--- src/rtl/lif_pkg.sv ---
// Shared types and arithmetic helpers for the time-multiplexed LIF neuron bank.
package lif_pkg;

  typedef enum logic [1:0] {
    IDLE  = 2'd0,
    SWEEP = 2'd1,
    DONE  = 2'd2
  } lif_state_e;

  // Refractory counter must hold REFRACT; keep at least one bit when REFRACT is 0.
  function automatic int refr_width(input int refract);
    return (refract < 1) ? 1 : $clog2(refract + 1);
  endfunction

  function automatic logic [31:0] sat_add(input logic [31:0] a,
                                          input logic [31:0] b,
                                          input logic [31:0] max_val);
    logic [32:0] sum;
    sum = {1'b0, a} + {1'b0, b};
    return (sum > {1'b0, max_val}) ? max_val : sum[31:0];
  endfunction

  function automatic logic [31:0] floor_sub(input logic [31:0] a,
                                            input logic [31:0] dec,
                                            input logic [31:0] floor_val);
    if (a <= floor_val) return a;
    return ((a - floor_val) >= dec) ? (a - dec) : floor_val;
  endfunction

endpackage

--- src/rtl/lif_if.sv ---
// Sweep handshake, current bus, spike vector and probe port of the LIF neuron bank.
interface lif_if #(
  parameter int NUM_NEURONS = 4,
  parameter int WIDTH       = 8
);
  localparam int SELW = (NUM_NEURONS > 1) ? $clog2(NUM_NEURONS) : 1;

  logic                         tick_i;
  logic [NUM_NEURONS*WIDTH-1:0] current_i;
  logic [SELW-1:0]              probe_sel_i;
  logic                         busy_o;
  logic                         done_o;
  logic                         overrun_o;
  logic [NUM_NEURONS-1:0]       spikes_o;
  logic [WIDTH-1:0]             probe_state_o;
  logic [WIDTH-1:0]             probe_thr_o;

  modport master (
    output tick_i, current_i, probe_sel_i,
    input  busy_o, done_o, overrun_o, spikes_o, probe_state_o, probe_thr_o
  );

  modport slave (
    input  tick_i, current_i, probe_sel_i,
    output busy_o, done_o, overrun_o, spikes_o, probe_state_o, probe_thr_o
  );
endinterface

--- src/rtl/lif_update.sv ---
// Combinational single-neuron update: leak, integrate, fire, adaptive threshold and refractory.
module lif_update
  import lif_pkg::*;
#(
  parameter int WIDTH         = 8,
  parameter int THRESHOLD_INC = 5,
  parameter int THRESHOLD_DEC = 1,
  parameter int THRESHOLD_MIN = 75,
  parameter int LEAK_SHIFT    = 1,
  parameter int REFRACT       = 2,
  parameter int RW            = refr_width(REFRACT)
) (
  input  logic [WIDTH-1:0] cur,
  input  logic [WIDTH-1:0] state,
  input  logic [WIDTH-1:0] thr,
  input  logic [RW-1:0]    refr,
  output logic [WIDTH-1:0] state_nxt,
  output logic [WIDTH-1:0] thr_nxt,
  output logic [RW-1:0]    refr_nxt,
  output logic             spike
);

  localparam logic [31:0] MAX_VAL = (32'd1 << WIDTH) - 32'd1;

  logic [WIDTH-1:0] v;
  logic [WIDTH-1:0] thr_up;
  logic [WIDTH-1:0] thr_decay;

  always_comb begin
    // Saturated results never exceed MAX_VAL, so narrowing back to WIDTH is lossless.
    v         = WIDTH'(sat_add(32'(cur), 32'(state >> LEAK_SHIFT), MAX_VAL));
    thr_up    = WIDTH'(sat_add(32'(thr), 32'(THRESHOLD_INC), MAX_VAL));
    thr_decay = WIDTH'(floor_sub(32'(thr), 32'(THRESHOLD_DEC), 32'(THRESHOLD_MIN)));

    // NOTE: every output gets a default before any branch, so no path can infer a latch.
    state_nxt = state;
    thr_nxt   = thr_decay;
    refr_nxt  = refr;
    spike     = 1'b0;

    if (refr != '0) begin
      refr_nxt  = refr - RW'(1);
      state_nxt = '0;
    end else if (v >= thr) begin
      spike     = 1'b1;
      state_nxt = '0;
      thr_nxt   = thr_up;
      refr_nxt  = RW'(REFRACT);
    end else begin
      state_nxt = v;
    end
  end

endmodule

--- src/rtl/lif_array.sv ---
// Bank of NUM_NEURONS adaptive-threshold LIF neurons sharing one datapath, one neuron per clock.
module lif_array
  import lif_pkg::*;
#(
  parameter int NUM_NEURONS   = 4,
  parameter int WIDTH         = 8,
  parameter int THRESHOLD     = 128,
  parameter int THRESHOLD_INC = 5,
  parameter int THRESHOLD_DEC = 1,
  parameter int THRESHOLD_MIN = 75,
  parameter int LEAK_SHIFT    = 1,
  parameter int REFRACT       = 2
) (
  input logic   clk_i,
  input logic   rst_i,
  lif_if.slave  bus
);

  localparam int IDXW = (NUM_NEURONS > 1) ? $clog2(NUM_NEURONS) : 1;
  localparam int RW   = refr_width(REFRACT);

  lif_state_e             state_q, state_d;
  logic [IDXW-1:0]        idx_q;
  logic                   last_idx;
  logic [WIDTH-1:0]       snap_q    [NUM_NEURONS];
  logic [WIDTH-1:0]       state_mem [NUM_NEURONS];
  logic [WIDTH-1:0]       thr_mem   [NUM_NEURONS];
  logic [RW-1:0]          refr_mem  [NUM_NEURONS];
  logic [NUM_NEURONS-1:0] shadow_q;
  logic [NUM_NEURONS-1:0] spikes_q;
  logic                   done_q;
  logic                   overrun_q;

  logic [WIDTH-1:0]       upd_state;
  logic [WIDTH-1:0]       upd_thr;
  logic [RW-1:0]          upd_refr;
  logic                   upd_spike;

  assign last_idx = (idx_q == IDXW'(NUM_NEURONS - 1));

  always_ff @(posedge clk_i or posedge rst_i) begin
    if (rst_i) state_q <= IDLE;
    else       state_q <= state_d;
  end

  always_comb begin
    state_d = state_q;
    unique case (state_q)
      IDLE:    if (bus.tick_i) state_d = SWEEP;
      SWEEP:   if (last_idx)   state_d = DONE;
      DONE:    state_d = IDLE;
      default: state_d = IDLE;
    endcase
  end

  lif_update #(
    .WIDTH         (WIDTH),
    .THRESHOLD_INC (THRESHOLD_INC),
    .THRESHOLD_DEC (THRESHOLD_DEC),
    .THRESHOLD_MIN (THRESHOLD_MIN),
    .LEAK_SHIFT    (LEAK_SHIFT),
    .REFRACT       (REFRACT),
    .RW            (RW)
  ) u_update (
    .cur       (snap_q[idx_q]),
    .state     (state_mem[idx_q]),
    .thr       (thr_mem[idx_q]),
    .refr      (refr_mem[idx_q]),
    .state_nxt (upd_state),
    .thr_nxt   (upd_thr),
    .refr_nxt  (upd_refr),
    .spike     (upd_spike)
  );

  // NOTE: the neuron storage is a register file, not a RAM, so it takes the async reset
  // like any other flop; a mid-sweep reset must restore every neuron at once.
  always_ff @(posedge clk_i or posedge rst_i) begin
    if (rst_i) begin
      idx_q     <= '0;
      shadow_q  <= '0;
      spikes_q  <= '0;
      done_q    <= 1'b0;
      overrun_q <= 1'b0;
      for (int k = 0; k < NUM_NEURONS; k++) begin
        snap_q[k]    <= '0;
        state_mem[k] <= '0;
        thr_mem[k]   <= WIDTH'(THRESHOLD);
        refr_mem[k]  <= '0;
      end
    end else begin
      // NOTE: sequential state uses non-blocking assignments so every flop samples pre-edge values.
      done_q    <= (state_q == DONE);
      overrun_q <= bus.tick_i && (state_q != IDLE);
      unique case (state_q)
        IDLE: begin
          if (bus.tick_i) begin
            idx_q <= '0;
            for (int k = 0; k < NUM_NEURONS; k++) begin
              snap_q[k] <= bus.current_i[k*WIDTH +: WIDTH];
            end
          end
        end
        SWEEP: begin
          state_mem[idx_q] <= upd_state;
          thr_mem[idx_q]   <= upd_thr;
          refr_mem[idx_q]  <= upd_refr;
          shadow_q[idx_q]  <= upd_spike;
          idx_q            <= last_idx ? '0 : idx_q + IDXW'(1);
        end
        DONE:    spikes_q <= shadow_q;
        default: ;
      endcase
    end
  end

  assign bus.busy_o    = (state_q == SWEEP);
  assign bus.done_o    = done_q;
  assign bus.overrun_o = overrun_q;
  assign bus.spikes_o  = spikes_q;

  // Probe reads live storage; selections past the last neuron read as zero.
  always_comb begin
    bus.probe_state_o = '0;
    bus.probe_thr_o   = '0;
    if (int'(bus.probe_sel_i) < NUM_NEURONS) begin
      bus.probe_state_o = state_mem[bus.probe_sel_i];
      bus.probe_thr_o   = thr_mem[bus.probe_sel_i];
    end
  end

endmodule

--- src/flat_wrapper.sv ---
// flat-port wrapper written by rule: the top's interface ports become plain ports
module lif_array_flat import lif_pkg::*;
#(
  parameter int NUM_NEURONS   = 4,
  parameter int WIDTH         = 8,
  parameter int THRESHOLD     = 128,
  parameter int THRESHOLD_INC = 5,
  parameter int THRESHOLD_DEC = 1,
  parameter int THRESHOLD_MIN = 75,
  parameter int LEAK_SHIFT    = 1,
  parameter int REFRACT       = 2
)
  (clk_i, rst_i, bus_tick_i, bus_current_i, bus_probe_sel_i, bus_busy_o, bus_done_o, bus_overrun_o, bus_spikes_o, bus_probe_state_o, bus_probe_thr_o);
  lif_if #(.NUM_NEURONS(NUM_NEURONS), .WIDTH(WIDTH)) bus_i ();
  input logic clk_i;
  input logic rst_i;
  input wire logic [$bits(bus_i.tick_i)-1:0] bus_tick_i;
  input wire logic [$bits(bus_i.current_i)-1:0] bus_current_i;
  input wire logic [$bits(bus_i.probe_sel_i)-1:0] bus_probe_sel_i;
  output wire logic [$bits(bus_i.busy_o)-1:0] bus_busy_o;
  output wire logic [$bits(bus_i.done_o)-1:0] bus_done_o;
  output wire logic [$bits(bus_i.overrun_o)-1:0] bus_overrun_o;
  output wire logic [$bits(bus_i.spikes_o)-1:0] bus_spikes_o;
  output wire logic [$bits(bus_i.probe_state_o)-1:0] bus_probe_state_o;
  output wire logic [$bits(bus_i.probe_thr_o)-1:0] bus_probe_thr_o;
  assign bus_i.tick_i = bus_tick_i;
  assign bus_i.current_i = bus_current_i;
  assign bus_i.probe_sel_i = bus_probe_sel_i;
  assign bus_busy_o = bus_i.busy_o;
  assign bus_done_o = bus_i.done_o;
  assign bus_overrun_o = bus_i.overrun_o;
  assign bus_spikes_o = bus_i.spikes_o;
  assign bus_probe_state_o = bus_i.probe_state_o;
  assign bus_probe_thr_o = bus_i.probe_thr_o;
  lif_array #(.NUM_NEURONS(NUM_NEURONS), .WIDTH(WIDTH), .THRESHOLD(THRESHOLD), .THRESHOLD_INC(THRESHOLD_INC), .THRESHOLD_DEC(THRESHOLD_DEC), .THRESHOLD_MIN(THRESHOLD_MIN), .LEAK_SHIFT(LEAK_SHIFT), .REFRACT(REFRACT)) u_core (.clk_i(clk_i), .rst_i(rst_i), .bus(bus_i));
endmodule
--- config.mk ---
export PLATFORM = sky130hd
export DESIGN_NAME = lif_array_flat
export DESIGN_NICKNAME = d
export VERILOG_FILES = /design/src/rtl/lif_pkg.sv /design/src/rtl/lif_if.sv /design/src/rtl/lif_update.sv /design/src/rtl/lif_array.sv /design/src/flat_wrapper.sv
export SDC_FILE = /design/constraint.sdc
export NUM_CORES = 1
export LEC_CHECK = 0
export CAP_MARGIN = 25
export CELL_PAD_IN_SITES_DETAIL_PLACEMENT = 0
export CELL_PAD_IN_SITES_GLOBAL_PLACEMENT = 1
export CORE_MARGIN = 5
export CORE_UTILIZATION = 41
export CTS_CLUSTER_SIZE = 40
export DETAILED_ROUTE_END_ITERATION = 6
export PLACE_DENSITY = 0.76
export SYNTH_ARGS = -nofsm -noshare
export SYNTH_HDL_FRONTEND = slang
export SYNTH_SLANG_ARGS = --single-unit
--- constraint.sdc ---
create_clock -name clk_i -period 5.2 [get_ports clk_i]
set_input_delay 1.04 -clock clk_i [delete_from_list [all_inputs] [get_ports clk_i]]
set_output_delay 1.04 -clock clk_i [all_outputs]
set_load 0.05 [all_outputs]
* Word-level counts from Yosys, hierarchy flattened *
Index checks and enable logic that the tools add are counted.
Widths: inputs -> output; s select.

operators by class
  add/sub/neg operators = 6
  $lt $le $gt $ge = 10
  equal/unequal tests = 5
  multiplexer cells = 48
  bitwise logic cells = 2
  reduce and logical (&&, ||, !) cells = 10

operator list
  cell                 number
  $mux 8               20
  $bmux 8 s2           5
  $bwmux 32            2
  $ge 32x1->1 const B  1
  $gt 9x8->1 const B   2
  $mux 2               9
  $demux 8 s2          1
  $add 8x3->9 const B  1
  $add 8x7->9          1
  $sub 8x7->9 const B  1
  $bwmux 8             1
  $ge 8x8->1           1
  $le 8x7->1 const B   1
  $pmux 2 s2           2
  $sub 8x1->8 const B  1
  $ge 3x3->1 const B   2
  $not 2->3            2
  $reduce_and 2->1     3
  $reduce_bool 2->1    3
  $bmux 2 s2           1
  $bwmux 4             1
  $demux 2 s2          1
  $eq 2x2->1 const B   2
  $mux 1               4
  11 further kinds     13

storage, ports and cells
  bits in registers = 118
  output and inout port bits = 23
  logic and storage cells = 103

* Longest topological paths before layout *
Gate-level depths: netlist (run 1).

  depth in word-level cells = 11
  gate-level depth with buffers = 25

* Hierarchy *
Synthesis (run 1) repeated with hierarchy kept, for this count alone.

unflattened totals
  cells, all modules = 486
  area, all modules = 6826.5 µm²

modules (own cells, without submodules)
  module      instances  cells each  area each (µm²)
  lif_array   1          319         5629.1
  lif_update  1          167         1197.4

* Worst setup path after synthesis (run 1) *
Ideal clock, no wire load.

  path kind = reg2reg
  from = register u_core.idx_q[0]
  to = register u_core.thr_mem[27] in the netlist's numbering
  setup time = 131 ps
  data arrival time = 5061 ps
  data required time = 5069 ps
  path slack = 8 ps
  stages on the path, launching flop included = 24
  path buffers = 6
  cells stage by stage = dfrtp_1 buf_6 buf_6 buf_4 buf_1 mux4_2 ha_1 o21ai_0 a21boi_0 o21ai_0 a21boi_0 o21a_1 clkbuf_1 or2_2 ha_1 a211o_1 a31oi_1 o21a_1 or3_4 buf_6 nor3_1 a221oi_2 nor2_2 o21ai_1

on the way
  word-level cells in the longest chain between the ends = 11
  elaborated cells on any way between the ends = 37

ends and longest elaborated chain
  element                                            line                                               text
  start: declaration                                 lif_array.sv:23                                    logic [IDXW-1:0] idx_q;
  start signal: assignment                           lif_array.sv:108                                   idx_q <= last_idx ? '0 : idx_q + IDXW'(1);
  $not 2->3 (not written as such) (*)                -
  $bmux 8 s2, on equally long branches               lif_array.sv:65, lif_array.sv:66, lif_array.sv:67
  $mux 8, on equally long branches (2 in series)     lif_array.sv:65, lif_array.sv:66, lif_array.sv:67
  $add 8x7->9 / $sub 8x7->9 (equally long branches)  lif_pkg.sv:19, lif_pkg.sv:27
  $gt 9x8->1 / $ge 32x1->1 (equally long branches)   lif_pkg.sv:20, lif_pkg.sv:27
  $mux 8, on equally long branches                   lif_pkg.sv:20, lif_pkg.sv:27
  $ge 8x8->1 / $mux 8 (equally long branches)        lif_update.sv:44, lif_pkg.sv:27
  $mux 8                                             lif_update.sv:44                                   end else if (v >= thr) begin
  $mux 8                                             lif_update.sv:41                                   if (refr != '0) begin
  $bwmux 32 (*)                                      lif_array.sv:105                                   thr_mem[idx_q] <= upd_thr;
  end signal: indexed assignment                     lif_array.sv:87                                    thr_mem[k] <= WIDTH'(THRESHOLD);
  end signal: indexed assignment                     lif_array.sv:105
  end: declaration                                   lif_array.sv:27                                    logic [WIDTH-1:0] thr_mem [NUM_NEURONS];

Mark *: on every way between the ends. The rest lies on a longest branch, timed or not. The select of a mux whose other input is x is not followed.
A chain may end at the register's enable or synchronous reset.

* Worst setup path after layout (run 1) *
  from = register u_core.idx_q[0]
  to = register u_core.thr_mem[0] in the netlist's numbering

The elaborated chain is that of the path after synthesis.

==> results of run 1 <==
[metal layers]
metal  up-vias  share of wire  global-route usage
li1       2361              -                   -
met1      2355           0.45               0.240
met2       112           0.49               0.298
met3        20          0.044              0.0444
met4         0          0.015              0.0672
met5         -              0                   0
[critical path: cells and delay by family (launching register included)]
kind,cells,cell delay [ps]
and+or+nand+nor,5,1460
AOI/OAI and AO/OA,8,1240
adders and majority gates,2,780
DFF,1,530
muxes,1,360
xor gates and xnor gates,1,130
buffers and inverters,2,230
[state kept, by name, indices dropped and copies added (netlist names)]
register / cells
u_core.bus.spikes_o: 4
u_core.thr_mem: 32
u_core.shadow_q: 4
u_core.snap_q: 32
u_core.bus.overrun_o: 1
u_core.state_mem: 32
u_core.idx_q: 2
u_core.state_q: 2
u_core.refr_mem: 8
u_core.bus.done_o: 1
[path summary, 6_finish.rpt]
path / start / end / cells past startpoint
worst max-delay path: u_core.idx_q[0] / u_core.thr_mem[0] / 19
worst min-delay path: u_core.snap_q[28] / u_core.snap_q[28] / 2
min in group asynchronous: rst_i / u_core.snap_q[5] / 2
max in group asynchronous: rst_i / u_core.thr_mem[15] / 3
worst max register to register: u_core.idx_q[0] / u_core.thr_mem[0] / 19
worst min register to register: u_core.snap_q[28] / u_core.snap_q[28] / 2
[what timing repair did]
action,in CTS,in global routing
buffers inserted,0,3
hold buffers,0,0
resized for setup,0,5
endpoints found under the setup margin,0,35
[synthesized netlist by cell type (7+ instances only)]
master / count / area [sq um]
nand2_1: 187 / 702
dfrtp_1: 114 / 2850
o21ai_0: 59 / 295
mux4_2: 42 / 946
clkbuf_1: 27 / 101
o21ai_1: 24 / 120
ha_1: 22 / 275
inv_1: 22 / 82.6
nor2_1: 13 / 48.8
nor2b_1: 8 / 50.1
mux2_2: 7 / 78.8
[stage by stage]
step	worst slack, ps	area [sq um]	utilization
5_1_grt	21.8	8010	0.510
3_3_place_gp	357	7300	0.465
4_1_cts	160	7910	0.504
6_report	319	8010	0.510
2_1_floorplan	8.46	6510	-
3_5_place_dp	175	7300	0.465
[area by class of cell]
cell class | count | area (sq um)
clock buffer | 23 | 488
inverter | 23 | 88.8
multi-input combinational | 460 | 3300
sequential | 118 | 2960
timing repair buffer | 79 | 781
clock inverter | 8 | 121
tap | 216 | 270
fill | 1428 | 7710
[cells by family (layout without fill, tap and decap cells)]
| family | Yosys count | in the layout | synth area share |
|---|---|---|---|
| and+or+nand+nor | 249 | 249 | 0.164 |
| AOI/OAI and AO/OA | 131 | 131 | 0.126 |
| DFF | 118 | 118 | 0.454 |
| buffers and inverters | 62 | 133 | 0.0417 |
| muxes | 51 | 51 | 0.161 |
| adders and majority gates | 23 | 23 | 0.0454 |
| xor gates and xnor gates | 6 | 6 | 0.00807 |
==> run_results.csv, run 1 <==
group,metric,value,unit
outcome,run_status,"completed",
route,wl_per_cell,17.2,um
route,ant_nets,0,
flow_run,maxCapViolCount,0,
timing,hold_violations,0,
clock_network,clk_pin_slew_worst_paths,50,ps
critical_path,crit_path_cell_trace,"buf_4, mux4_2, inv_1, fa_1, nor2b_1, o21ai_0, a21boi_0, o21ai_0, and2_1, xnor2_1, or2_2, ha_1, o2111ai_1, o21a_1, or3_4, nor3b_4, a21oi_1, o21ai_2, o21ai_0",
route,vias,4848,
clock_network,cts_buffers,17,
placement,hpwl,10.9,mm
route,drt-pass1-iter-count,5,
logic_synthesis,synth_area,0.00651,sq mm
floorplan,fp.dieH,136,um
timing,drv_slew,0,
timing,holdWs,474,ps
logic_synthesis,synth_edf_count,0,
grt,grt_pass1_wl,26.2,mm
floorplan,start_util,0.414,
clock_network,cts_tree,"done",
layout,mostFrequentLayoutCell,"nand2_1",
timing,finalSetupTns,0,ps
logic_synthesis,avgSynthCellArea,10.2,sq um
route,first_iter_violations,289,
critical_path,reg2reg_slack,320,ps
logic_synthesis,synth_flop_cell,"dfrtp_1",
critical_path,crit_required,5480,ps
critical_path,slowest_stage,"dfrtp_4",
logic_synthesis,synth-async-reset-ratio,1.00,
layout,final_cell_mix,"187 x nand2_1, 113 x dfrtp_1, 59 x o21ai_0, 59 x clkdlybuf4s50_1, 42 x mux4_2",
logic_synthesis,synth_nets,700,
layout,fin_nets,759,
clock_network,cts_sinks,118,
grt,grt_start_max_net_pins,44,
timing,setup_viol,0,
clock_network,clock_latency,420,ps
route,drc,0,
timing,rsz0062_at_grt,"no",
grt,grt_pass1_vias,5058,
layout,antennaDiodeCount,0,
layout,drive_gt1_frac,0.180,
clock_network,htree_num_levels,4,
grt,antenna_found_initial,0,
clock_network,root_buffer,"clkbuf_16",
timing,max_freq,205,MHz
timing,final.min_clock_period,4880,ps
layout,area_delta_synth_final,23.0,%
critical_path,cp_common_cell,"o21ai_0",
critical_path,cp_data_arrival_time,5160,ps
critical_path,critPathKind,"reg2reg",
critical_path,max_stage_delay,530,ps
logic_synthesis,ys_ff_latch,118,
critical_path,worstPathMaxFanout,20,
grt,grtUsageTotal,0.183,
floorplan,placementRows,46,
timing,max_slew.worst_pin.slew,675,ps
timing,finalCritPeriodShare,0.939,
timing,fin_worst_skew,10.6,ps
route,viasPerCell,5.23,
placement,gp_congestion,0.884,
placement,io_buffers,59,
floorplan,die_w,136,um
floorplan,io_pins,60,
timing,relSlewSlack,0.545,
grt,grt_overflow,0,
placement,place_inst,891,
critical_path,crit_path_end_kind,"flip-flop",
critical_path,cp-start-kind,"flip-flop",
floorplan,dieArea,0.0185,sq mm
route,wl,16.0,mm
hold_path,hold_path.class,"reg2reg",
logic_synthesis,yosysSeqAreaShare,0.454,
logic_synthesis,ys_types,59,
logic_synthesis,yosysWarnings,0,
layout,final_cell_count_no_fill,927,
floorplan,core_area,0.0157,sq mm
logic_synthesis,synthCells,640,
clock_network,clk_path_buf_depth,2,
Power of run 1 is not shown: default switching activity piles up to over one toggle a cycle in this logic, so the estimate is an artifact.
==> run 2, diff against run 1 <==
--- a/config.mk
+++ b/config.mk
@@ -9,10 +9,10 @@
 export CELL_PAD_IN_SITES_DETAIL_PLACEMENT = 0
 export CELL_PAD_IN_SITES_GLOBAL_PLACEMENT = 1
 export CORE_MARGIN = 5
-export CORE_UTILIZATION = 41
-export CTS_CLUSTER_SIZE = 40
+export CORE_UTILIZATION = 45
+export CTS_CLUSTER_SIZE = 30
 export DETAILED_ROUTE_END_ITERATION = 6
-export PLACE_DENSITY = 0.76
+export PLACE_DENSITY = 0.83
 export SYNTH_ARGS = -nofsm -noshare
 export SYNTH_HDL_FRONTEND = slang
 export SYNTH_SLANG_ARGS = --single-unit
==> constraint.sdc (replaced) <==
create_clock -name clk_i -period 4.8 [get_ports clk_i]
set_input_delay 0.96 -clock clk_i [delete_from_list [all_inputs] [get_ports clk_i]]
set_output_delay 0.96 -clock clk_i [all_outputs]
set_load 0.05 [all_outputs]
==> run 2 against run 1 <==
Effect of this change: first-iteration DRC count up 11%; via count is 2.6% higher; sequential cell count is the same; critical path depth is the same; register-to-register slack lost 80 ps; die area down 8.3%; final cell count is 2.9% lower; cell area grew 1.6%; worst hold slack improved by 0.87 ps; wire length is 0.58% higher; count of clock-buffer cells in the layout decreased by 5.
==> run_results.csv, run 2 (synthesis results as in run 1) <==
group,metric,value,unit
grt,grt_overflow,0,
critical_path,worstPathMaxFanout,8,
critical_path,reg2reg_from,"u_core.idx_q[0]",
placement,place_inst,862,
route,wl_per_cell,17.8,um
route,wl,16.1,mm
route,drc,0,
floorplan,start_util,0.453,
route,viasPerCell,5.53,
critical_path,crit_required,5080,ps
clock_network,clock_latency,420,ps
timing,hold_violations,0,
placement,gp_congestion,0.865,
timing,setup_viol,0,
floorplan,placementRows,44,
timing,max_slew.worst_pin.slew,898,ps
grt,grt_pass1_vias,5111,
grt,grt_pass1_wl,26.2,mm
route,drt-pass1-iter-count,4,
grt,grtUsageTotal,0.200,
placement,io_buffers,59,
floorplan,io_pins,60,
outcome,run_status,"completed",
critical_path,cp-start-kind,"flip-flop",
clock_network,cts_tree,"done",
grt,grt_start_max_net_pins,66,
layout,mostFrequentLayoutCell,"nand2_1",
layout,drive_gt1_frac,0.211,
clock_network,root_buffer,"clkbuf_16",
layout,area_delta_synth_final,24.9,%
hold_path,hp-start,"u_core.snap_q[23]",
hold_path,hold_path.class,"reg2reg",
floorplan,core_area,0.0144,sq mm
critical_path,crit_path_end_kind,"flip-flop",
timing,final.min_clock_period,4560,ps
layout,fin_nets,763,
timing,max_freq,219,MHz
route,vias,4973,
grt,antenna_found_initial,0,
clock_network,clk_pin_slew_worst_paths,60,ps
clock_network,cts_buffers,17,
route,first_iter_violations,322,
floorplan,die_w,130,um
timing,drv_slew,0,
layout,reg_top3,"u_core.snap_q: 32 flops, u_core.state_mem: 32 flops, u_core.thr_mem: 32 flops",
placement,hpwl,11.0,mm
layout,final_cell_count_no_fill,900,
clock_network,htree_num_levels,4,
layout,final_cell_mix,"187 x nand2_1, 113 x dfrtp_1, 58 x clkdlybuf4s50_1",
clock_network,cts_sinks,118,
timing,finalCritPeriodShare,0.950,
clock_network,ctsHoldBuffers,0,
flow_run,maxCapViolCount,0,
critical_path,startpoint,"u_core.idx_q[0]",
timing,fin_worst_skew,8.46,ps
timing,relSlewSlack,0.400,
critical_path,cp_data_arrival_time,4840,ps
clock_network,clk_path_buf_depth,2,
layout,antennaDiodeCount,0,
critical_path,critPathKind,"reg2reg",
route,ant_nets,0,
floorplan,dieArea,0.0170,sq mm
floorplan,fp.dieH,130,um
## run 2: cell types whose count changed in the layout (fill, tap and decap cells not counted), sizes merged
cell,before,now
clkbuf,23,19
clkdlybuf4s50,59,58
clkinv,5,6
buf,20,24
bufinv,3,2
inv,22,28
## run 2: final timing paths
| kind | end | slack, ps | cells past startpoint |
|---|---|---|---|
| setup / recovery | u_core.thr_mem[25] | 240 | 19 |
| hold / removal | u_core.snap_q[23] | 470 | 2 |
| setup reg to reg | u_core.thr_mem[25] | 240 | 19 |
| hold reg to reg | u_core.snap_q[23] | 470 | 2 |
| max in group asynchronous | u_core.thr_mem[15] | 2940 | 3 |
| min in group asynchronous | u_core.state_q[0] | 1000 | 2 |
## run 2: area by class of cell
| class | instances | area, sq um |
|---|---|---|
| Timing Repair Buffer | 83 | 846 |
| Fill cell | 1195 | 6240 |
| Tap cell | 184 | 230 |
| Inverter | 23 | 88.8 |
| Clock inverter | 14 | 166 |
| Clock buffer | 18 | 439 |
| Multi-Input combinational cell | 460 | 3400 |
| Sequential cell | 118 | 2960 |
## run 2: metrics by stage
stage | setup WS [ps] | util | hold slack, ps | TNS (ps) | instance area (sq um)
global placement | 109 | 0.508 | 454 | 0 | 7300
finish | 240 | 0.566 | 474 | 0 | 8130
floorplan | 16.1 | - | 440 | 0 | 6530
detailed placement | -46.2 | 0.508 | 462 | -235 | 7300
CTS | -2.31 | 0.552 | 477 | -2.31 | 7930
global route | -9.19 | 0.566 | 501 | -9.19 | 8130
## run 2: layer usage
| metal | up-vias | global-route usage | routed length [um] |
|---|---|---|---|
| met5 | - | 0 | 0 |
| met4 | 0 | 0.0782 | 334 |
| met3 | 23 | 0.0487 | 879 |
| met2 | 147 | 0.319 | 7940 |
| met1 | 2424 | 0.266 | 6900 |
| li1 | 2379 | - | - |
## run 2: critical path: stages (launching register included)
cell and delay, ps:
dfrtp_2 500, mux4_2 580, ha_4 180, inv_2 50, fa_2 210, nor2b_1 50
o21ai_1 170, a21boi_1 100, o21ai_1 160, a21boi_1 80, o21a_2 240, or2_4 260
ha_4 270, a211o_1 130, a31oi_1 50, o21a_1 200, or3_4 440, nor3b_4 300
a22o_1 310, o21ai_0 120
## run 2: what timing repair did
action                                  CTS  global route
pin swaps                                 0            11
resized for setup                         3            28
endpoints found under the setup margin   28            64
buffers inserted                          2             1
hold endpoints to repair                  0             0
gates cloned                              0             1
Power of run 2 is left out for the same reason.
